===== src/rtl/led_seq_pkg.sv =====
// ============================================================
// led_seq_pkg : mode encodings and start patterns for led_pattern_seq
// Rev 1.0
// ============================================================
`default_nettype none

package led_seq_pkg;

   typedef enum logic [1:0] {
      MODE_ROT_L = 2'd0,
      MODE_ROT_R = 2'd1,
      MODE_PING  = 2'd2,
      MODE_FILL  = 2'd3
   } mode_t;

   // Widest LED bank the start-pattern helper can describe; callers truncate.
   localparam int LED_MAX = 64;

   function automatic logic [LED_MAX-1:0] start_pattern(input mode_t m, input int led_num);
      logic [LED_MAX-1:0] pat;
      if (m == MODE_ROT_R)
         pat = LED_MAX'(1) << (led_num - 1);
      else
         pat = LED_MAX'(1);
      return pat;
   endfunction

endpackage

`default_nettype wire


===== src/rtl/led_tick_gen.sv =====
// ============================================================
// led_tick_gen : free-running step timer with a registered tick
// Rev 1.0
// ============================================================
`default_nettype none

module led_tick_gen #(
   parameter int CNT_MAX = 24_999_999
) (
   input  logic sys_clk,
   input  logic sys_rst,
   input  logic en,
   output logic tick
);

   localparam int          W        = (CNT_MAX < 1) ? 1 : $clog2(CNT_MAX + 1);
   localparam logic [W-1:0] CNT_LAST = W'(CNT_MAX);
   localparam logic [W-1:0] CNT_PRE  = W'(CNT_MAX - 1);

   logic [W-1:0] cnt;
   logic         tick_r;

   always_ff @(posedge sys_clk or posedge sys_rst) begin
      if (sys_rst) begin
         cnt    <= '0;
         tick_r <= 1'b0;
      end else if (en) begin
         tick_r <= (cnt == CNT_PRE);
         cnt    <= (cnt == CNT_LAST) ? '0 : cnt + 1'b1;
      end
   end

   // tick_r survives a pause so a step pending at cnt==CNT_MAX is not lost.
   assign tick = tick_r & en;

endmodule

`default_nettype wire


===== src/rtl/led_pattern_seq.sv =====
// ============================================================
// led_pattern_seq : LED sequencer (rotate L/R, ping-pong, bar fill)
// Rev 1.0
// ============================================================
`default_nettype none

module led_pattern_seq
   import led_seq_pkg::*;
#(
   parameter int LED_NUM        = 8,
   parameter int CNT_MAX        = 24_999_999,
   parameter int LED_ACTIVE_LOW = 1
) (
   input  logic               sys_clk,
   input  logic               sys_rst,
   input  logic               en,
   input  logic [1:0]         mode,
   output logic               step_pulse,
   output logic [LED_NUM-1:0] led_out
);

   localparam logic [LED_NUM-1:0] ONE = LED_NUM'(1);

   logic               tick;
   logic [LED_NUM-1:0] pattern;
   logic [LED_NUM-1:0] next_adv;
   logic               dir_up;
   logic               next_dir_up;
   mode_t              mode_act;

   led_tick_gen #(
      .CNT_MAX (CNT_MAX)
   ) u_tick (
      .sys_clk (sys_clk),
      .sys_rst (sys_rst),
      .en      (en),
      .tick    (tick)
   );

   always_comb begin
      next_adv    = pattern;
      next_dir_up = dir_up;
      case (mode_act)
         MODE_ROT_L: next_adv = (pattern << 1) | (pattern >> (LED_NUM - 1));
         MODE_ROT_R: next_adv = (pattern >> 1) | (pattern << (LED_NUM - 1));
         MODE_PING: begin
            // A single LED has nowhere to bounce, so it simply holds.
            if (LED_NUM > 1) begin
               if (dir_up) begin
                  if (pattern[LED_NUM-1]) begin
                     next_adv    = pattern >> 1;
                     next_dir_up = 1'b0;
                  end else begin
                     next_adv = pattern << 1;
                  end
               end else begin
                  if (pattern[0]) begin
                     next_adv    = pattern << 1;
                     next_dir_up = 1'b1;
                  end else begin
                     next_adv = pattern >> 1;
                  end
               end
            end
         end
         MODE_FILL: next_adv = (&pattern) ? '0 : ((pattern << 1) | ONE);
         default:   next_adv = pattern;
      endcase
   end

   always_ff @(posedge sys_clk or posedge sys_rst) begin
      if (sys_rst) begin
         pattern    <= ONE;
         dir_up     <= 1'b1;
         mode_act   <= MODE_ROT_L;
         step_pulse <= 1'b0;
      end else begin
         step_pulse <= tick;
         if (tick) begin
            if (mode == mode_act) begin
               pattern <= next_adv;
               dir_up  <= next_dir_up;
            end else begin
               mode_act <= mode_t'(mode);
               pattern  <= LED_NUM'(start_pattern(mode_t'(mode), LED_NUM));
               dir_up   <= 1'b1;
            end
         end
      end
   end

   generate
      if (LED_ACTIVE_LOW != 0) begin : g_active_low
         assign led_out = ~pattern;
      end else begin : g_active_high
         assign led_out = pattern;
      end
   endgenerate

endmodule

`default_nettype wire


===== config.mk =====
export PLATFORM = sky130hd
export DESIGN_NAME = led_pattern_seq
export DESIGN_NICKNAME = d
export VERILOG_FILES = /design/src/rtl/led_seq_pkg.sv /design/src/rtl/led_tick_gen.sv /design/src/rtl/led_pattern_seq.sv
export SDC_FILE = /design/constraint.sdc
export NUM_CORES = 1
export LEC_CHECK = 0
export BUFFER_PORTS_ARGS = -buffer_cell sky130_fd_sc_hd__buf_4
export CORE_MARGIN = 3
export CORE_UTILIZATION = 45
export DETAILED_ROUTE_END_ITERATION = 8
export SLEW_MARGIN = 40
export SYNTH_ARGS = -nofsm -noshare
export SYNTH_HDL_FRONTEND = slang
export SYNTH_SLANG_ARGS = --single-unit

===== constraint.sdc =====
create_clock -name sys_clk -period 4.75 [get_ports sys_clk]
set_input_delay 0.7125 -clock sys_clk [delete_from_list [all_inputs] [get_ports sys_clk]]
set_output_delay 0.7125 -clock sys_clk [all_outputs]
set_load 0.02 [all_outputs]

# Word level (Yosys, flattened, before mapping)
# Cells that the tools add are included.
# classes
muxes,13
n_reduce_logical,4
addsub,1
n_eq_ne,8
bitwise_logic,5
# ops
operator,n
25-bit equality test (second input constant),2
8-bit two-way mux,6
8-bit case mux with 4 select lines,1
25-bit by 1-bit adder with 25-bit output (second input constant),1
25-bit two-way mux,1
8-bit NOT,1
7-bit by 8-bit bitwise OR with 8-bit output,1
8-bit by 1-bit bitwise OR with 8-bit output,1
8-bit AND reduction,1
1-bit two-way mux,5
2-bit by 1-bit equality test with 1-bit output (second input constant),2
2-bit equality test (second input constant),2
2-bit AND reduction,2
2-bit equality test,1
2-bit zero test,1
2-bit by 1-bit inequality test with 1-bit output (second input constant),1
1-bit bitwise AND,1
1-bit NOT,1
# totals
out_inout_bits,9
reg_bits,38
in_bits,5

# Longest topological paths before layout
# depth
word_depth,4
mapped_depth,7

# Hierarchy
# From an unflattened synthesis, not the netlist that was laid out.
# hier_totals
cells_unflattened,237
hier_area_um2,2199.6
# by_module_without_submodules
mod,instances,cells_each,area_each_um2
led_tick_gen,1,140,1397.6
led_pattern_seq,1,97,802.0

# Worst setup path after synthesis
# OpenSTA, ideal clock, no wires.
# synth_timing
path_kind,input to register
start,input port en
end,register u_tick.cnt[20]
n_path_buf,2
stages,6
t_required_ps,4672
setup_slack_ps,2415
setup_ps,78
arrival_time_ps,2257
path_cell_list,buf_4 > nand4_4 > or4_1 > buf_2 > or4_1 > a21oi_1
# synth_lines
element,line,text
"start, declared",led_pattern_seq.sv:16,"input logic en,"
"end signal, assigned",led_tick_gen.sv:29,cnt <= (cnt == CNT_LAST) ? '0 : cnt + 1'b1;
"end, declared",led_tick_gen.sv:20,logic [W-1:0] cnt;

# Worst setup path in the final report
# layout_timing
start,register u_tick.cnt[1]
end,register u_tick.cnt[22]
# layout_via
elab_chain_len,2
word_cells_on_any_way,3
# layout_rtl
element,line
25-bit by 1-bit adder with 25-bit output / 25-bit equality test (equally long branches),led_tick_gen.sv:29
25-bit two-way mux (*),led_tick_gen.sv:29
# Mark *: on every way between the ends. The rest lies on a longest branch, timed or not.
# A chain may end at the register's enable or synchronous reset.

==> results list <==
* Die width: about 75 um
- In this run, CTS created clock tree buffers numbering 5.
* Number of enable flip-flop cells after synthesis: 0
- Setup violations remaining at the end of the flow were counted as 0.
* Reg area: 953.4 um^2
- H-Tree Level Count: 2
* Cell-internal power: roughly 0.56 mW
- Number of sinks handled by clock tree synthesis: 38
- The final max-slew violation count is 0.
- Flop pwr share: 0.523
* Die area: 5588 um^2
* Sequential share of the synthesized area: 0.4482
- Deepest clock path buffer count: 2
* Max-cap violations: 0
- Maximum achievable frequency: about 430 MHz
- STA classifies the critical path endpoint as a flop.
- Sorting the synthesized cells by how often they occur yields dfrtp_1 (36), nand2_1 (19), nor2_1 (16), inv_1 (15), o21ai_0 (13).
- For this block, the via count after detailed routing is 1,756.
- Setup TNS: 0 ns
- For this run, asynchronously set or reset flops after synthesis account for 1.000.
- The startpoint identified for the worst register-to-register timing path is u_tick.cnt[1].
- From synthesis to final layout, the design area changed by 11.76%.
- In the global route stage, overall resource usage came out at 0.1740.
* Sum of net half-perimeters after detailed placement: ~3200 um
- Data arrives at the worst endpoint at between 2 and 3 ns.
- # resized after CTS: 0
- Setup slack on the worst reg-to-reg path comes out at ~2.4 ns.
- Initial antenna violation count: 0
* Dominant cell by count in the synthesized netlist: dfrtp_1
* Final routed wire length divided by cell count: 15.39 um
- On the worst path, the slowest cell contributes a delay of roughly 0.67 ns.
* Crit-path max FO: 8
- Unique cell type count in the Yosys netlist: 48
- The share of total power dissipated in combinational logic is 0.123.
- Counting instances, the worst hold path has a depth of 1.
- Setup repair after global routing left no endpoint under its margin.
- Sw power: 0.2083 mW
* Source-to-sink clock delay at the later pin of the worst-skew pair: between 0.2 and 0.3 ns
* Vias in the first global route: between 1,500 and 2,000
* Final cell count without fillers: roughly 300
- Once the clock tree was built, the setup fixing pass inserted 0 buffers.
- Final cell area excluding filler cells: between 2000 and 2500 um^2
* Relative slew margins: 0.5273
- Root Buffer: clkbuf_8
- Row generation in the floorplan step produced 24 rows.
* Vertical die dimension: approximately 75 um
- The hold violation total from the final report was 0.
* Worst IR Drop VDD: 0.3471 mV
- Summed over all cells, the static leakage comes to around 0.99 nW.
- Overall power consumption after layout is estimated at 0.7727 mW.
- Number of buffers inserted for hold repair after clock tree synthesis: 0
- The count of nets left with antenna violations once routing finished came out at 0.
* Clock share of power: 0.355
- Power spread over the standard cell area amounts to 325.0 nW/um^2.
* Critical Path Source Type: flop
- Count of placed standard cells including taps: about 290
* Final critical-path share of the clock period: 0.4891
* Synth Flop Type: dfrtp_1
- Of the cells placed in the final design, the portion with a size suffix greater than 1 is 0.1245.
* Setup slack at placement: roughly 2.3 ns
- Number of design rule violations left after detail routing: 0
- Ranked by total cell area, the synthesized netlist is headed by dfrtp_1 (42%), nand2_1 (3.4%), xnor2_1 (3.3%).
- The net count of the finished layout is between 200 and 250.
* Cell count of the worst reg-to-reg path: 5
- At the end of routability-driven placement, the weighted congestion stood at 0.8698.
- Transition time at the pin with the least slew margin: 0.6992 ns
- Yosys warning count: 0
- Most Frequent Cell on Critical Path: or4_1
* Post-Syn Nets: 237
* Hold slack final: between 0.5 and 0.6 ns
- Hold Crit Start: u_tick.tick_r
* Critical setup path kind: reg2reg
- Clock-pin slew was measured on the worst setup and hold paths at 0.07 ns.
- Maximum number of pins on one net before global-route repair: 39
- Post-route minimum period: between 2 and 2.5 ns
- Register bit total from synthesis: 38
- In this run the tool buffered the top-level ports with 13 buffer cells.
* Fraction of the core area covered by cells at the end of the flow: 0.5349
- Total Wirelength: around 4500 um
- Required time of the critical path: just under 5 ns
- Via density per instance: 5.993
* Wire length of the first global-routing pass: 7548 um
* Grt total ovfl: 0
- Fillers: about 420
* Switching fraction of total power: 0.2695
- The multi-input combinational cells in the finished layout cover a total of ~1100 um^2.
* Count of routing violations after the opening detailed-route iteration: 127
* Largest area contributor in the netlist: dfrtp_1
* Top cell type's share of synthesized area: 0.4235
- Worst setup skew after layout: 0.005175 ns
* CTS tree: built
- Ports: 14
- The floorplan step defined a core boundary enclosing approximately 4400 um^2.
- The cell area that synthesis handed to floorplanning was roughly 2100 um^2.
- For this run, the detailed router's first-pass iteration total came to 4.
- R2R Path End: u_tick.cnt[22]
- Classification of the worst-slack hold path: reg2reg
- Run status: complete, no violations
- ANT cells: 0
- Total cell area at the placement stage: between 2000 and 2500 um^2
- Among all stages on the critical path, the largest delay is contributed by or4_1.
- Gate count of the mapped netlist: 230
- In this run the mean area of a mapped cell was 9.248 um^2.
* Final worst setup slack: ~2.4 ns
- Cell breakdown of the critical path: ha_1, nand2_1, or4_1, or4_1, a21oi_1
* Starting utilization of the core area: 0.4786
- The worst hold path terminates at u_tick.tick_r.
==> worst max-delay path: cells and delay by family, from the launching register on <==
family                   cells  cell delay [ns]
AND/OR/NAND/NOR              3             1.37
flip-flops                   1             0.46
adder cells (fa/ha/maj)      1             0.27
AO/OA/AOI/OAI                1             0.15
==> per-layer routing <==
metal  global-route usage  vias up  routed length (um)
met1               0.2673      856                2352
met3              0.03738        4                 180
li1                     -      858                   -
met4              0.06917        0                  42
met2               0.2361       38                1933
met5                    0        -                   0
==> cell type report <==
cell class | count | share of cell area
Clock inverter | 1 | 0.01263
Inverter | 15 | 0.02368
Clock buffer | 6 | 0.03474
Tap cell | 52 | 0.02737
Sequential cell | 38 | 0.4011
Timing Repair Buffer | 15 | 0.04737
Multi-Input combinational cell | 166 | 0.4532
==> placed cells by master, fill, tap and decap left out, types with 8 or more instances in the layout <==
master and count:
nand4_1 8, buf_4 15, a21oi_1 12, inv_1 15, dfrtp_1 36, o21ai_0 13, xor2_1 8, xnor2_1 8
nand2_1 19, nor3_1 8, nor2_1 16
==> power groups by stage <==
stage               sequential (mW)  combinational (mW)  clock, mW
floorplan                     0.398              0.0754          0
global placement              0.406              0.0904          0
detailed placement            0.410              0.0946          0
CTS                           0.404              0.0959      0.282
global route                  0.412               0.110      0.294
finish                        0.404              0.0947      0.274
==> flip-flops by register name, indices dropped and copies added (netlist names) <==
| register | cells |
|---|---|
| u_tick.tick_r | 1 |
| mode_act | 2 |
| pattern | 8 |
| u_tick.cnt | 25 |
| dir_up | 1 |
| step_pulse | 1 |
==> cells by family (layout without fill, tap and decap cells) <==
logic type      Yosys count  after routing  share of synthesized area
compound gates           51             51                     0.1600
xor+xnor                 16             16                    0.06588
fa+ha+maj                 2              2                    0.01176
buf+inv                  26             37                    0.04823
flops                    38             38                     0.4482
mux                       3              3                    0.01529
simple gates             94             94                     0.2506
==> worst max path at each step <==
stage | start | to | slack, ns | cells past startpoint
2_1_floorplan | en | u_tick.cnt[20] | 2.41 | 6
5_1_grt | u_tick.cnt[1] | u_tick.cnt[24] | 2.31 | 5
3_5_place_dp | en | u_tick.cnt[24] | 2.26 | 5
3_3_place_gp | en | u_tick.cnt[24] | 2.34 | 5
6_report | u_tick.cnt[1] | u_tick.cnt[22] | 2.43 | 5
4_1_cts | u_tick.cnt[1] | u_tick.cnt[24] | 2.44 | 5
No activity file was read; power rests on OpenSTA's default activity.
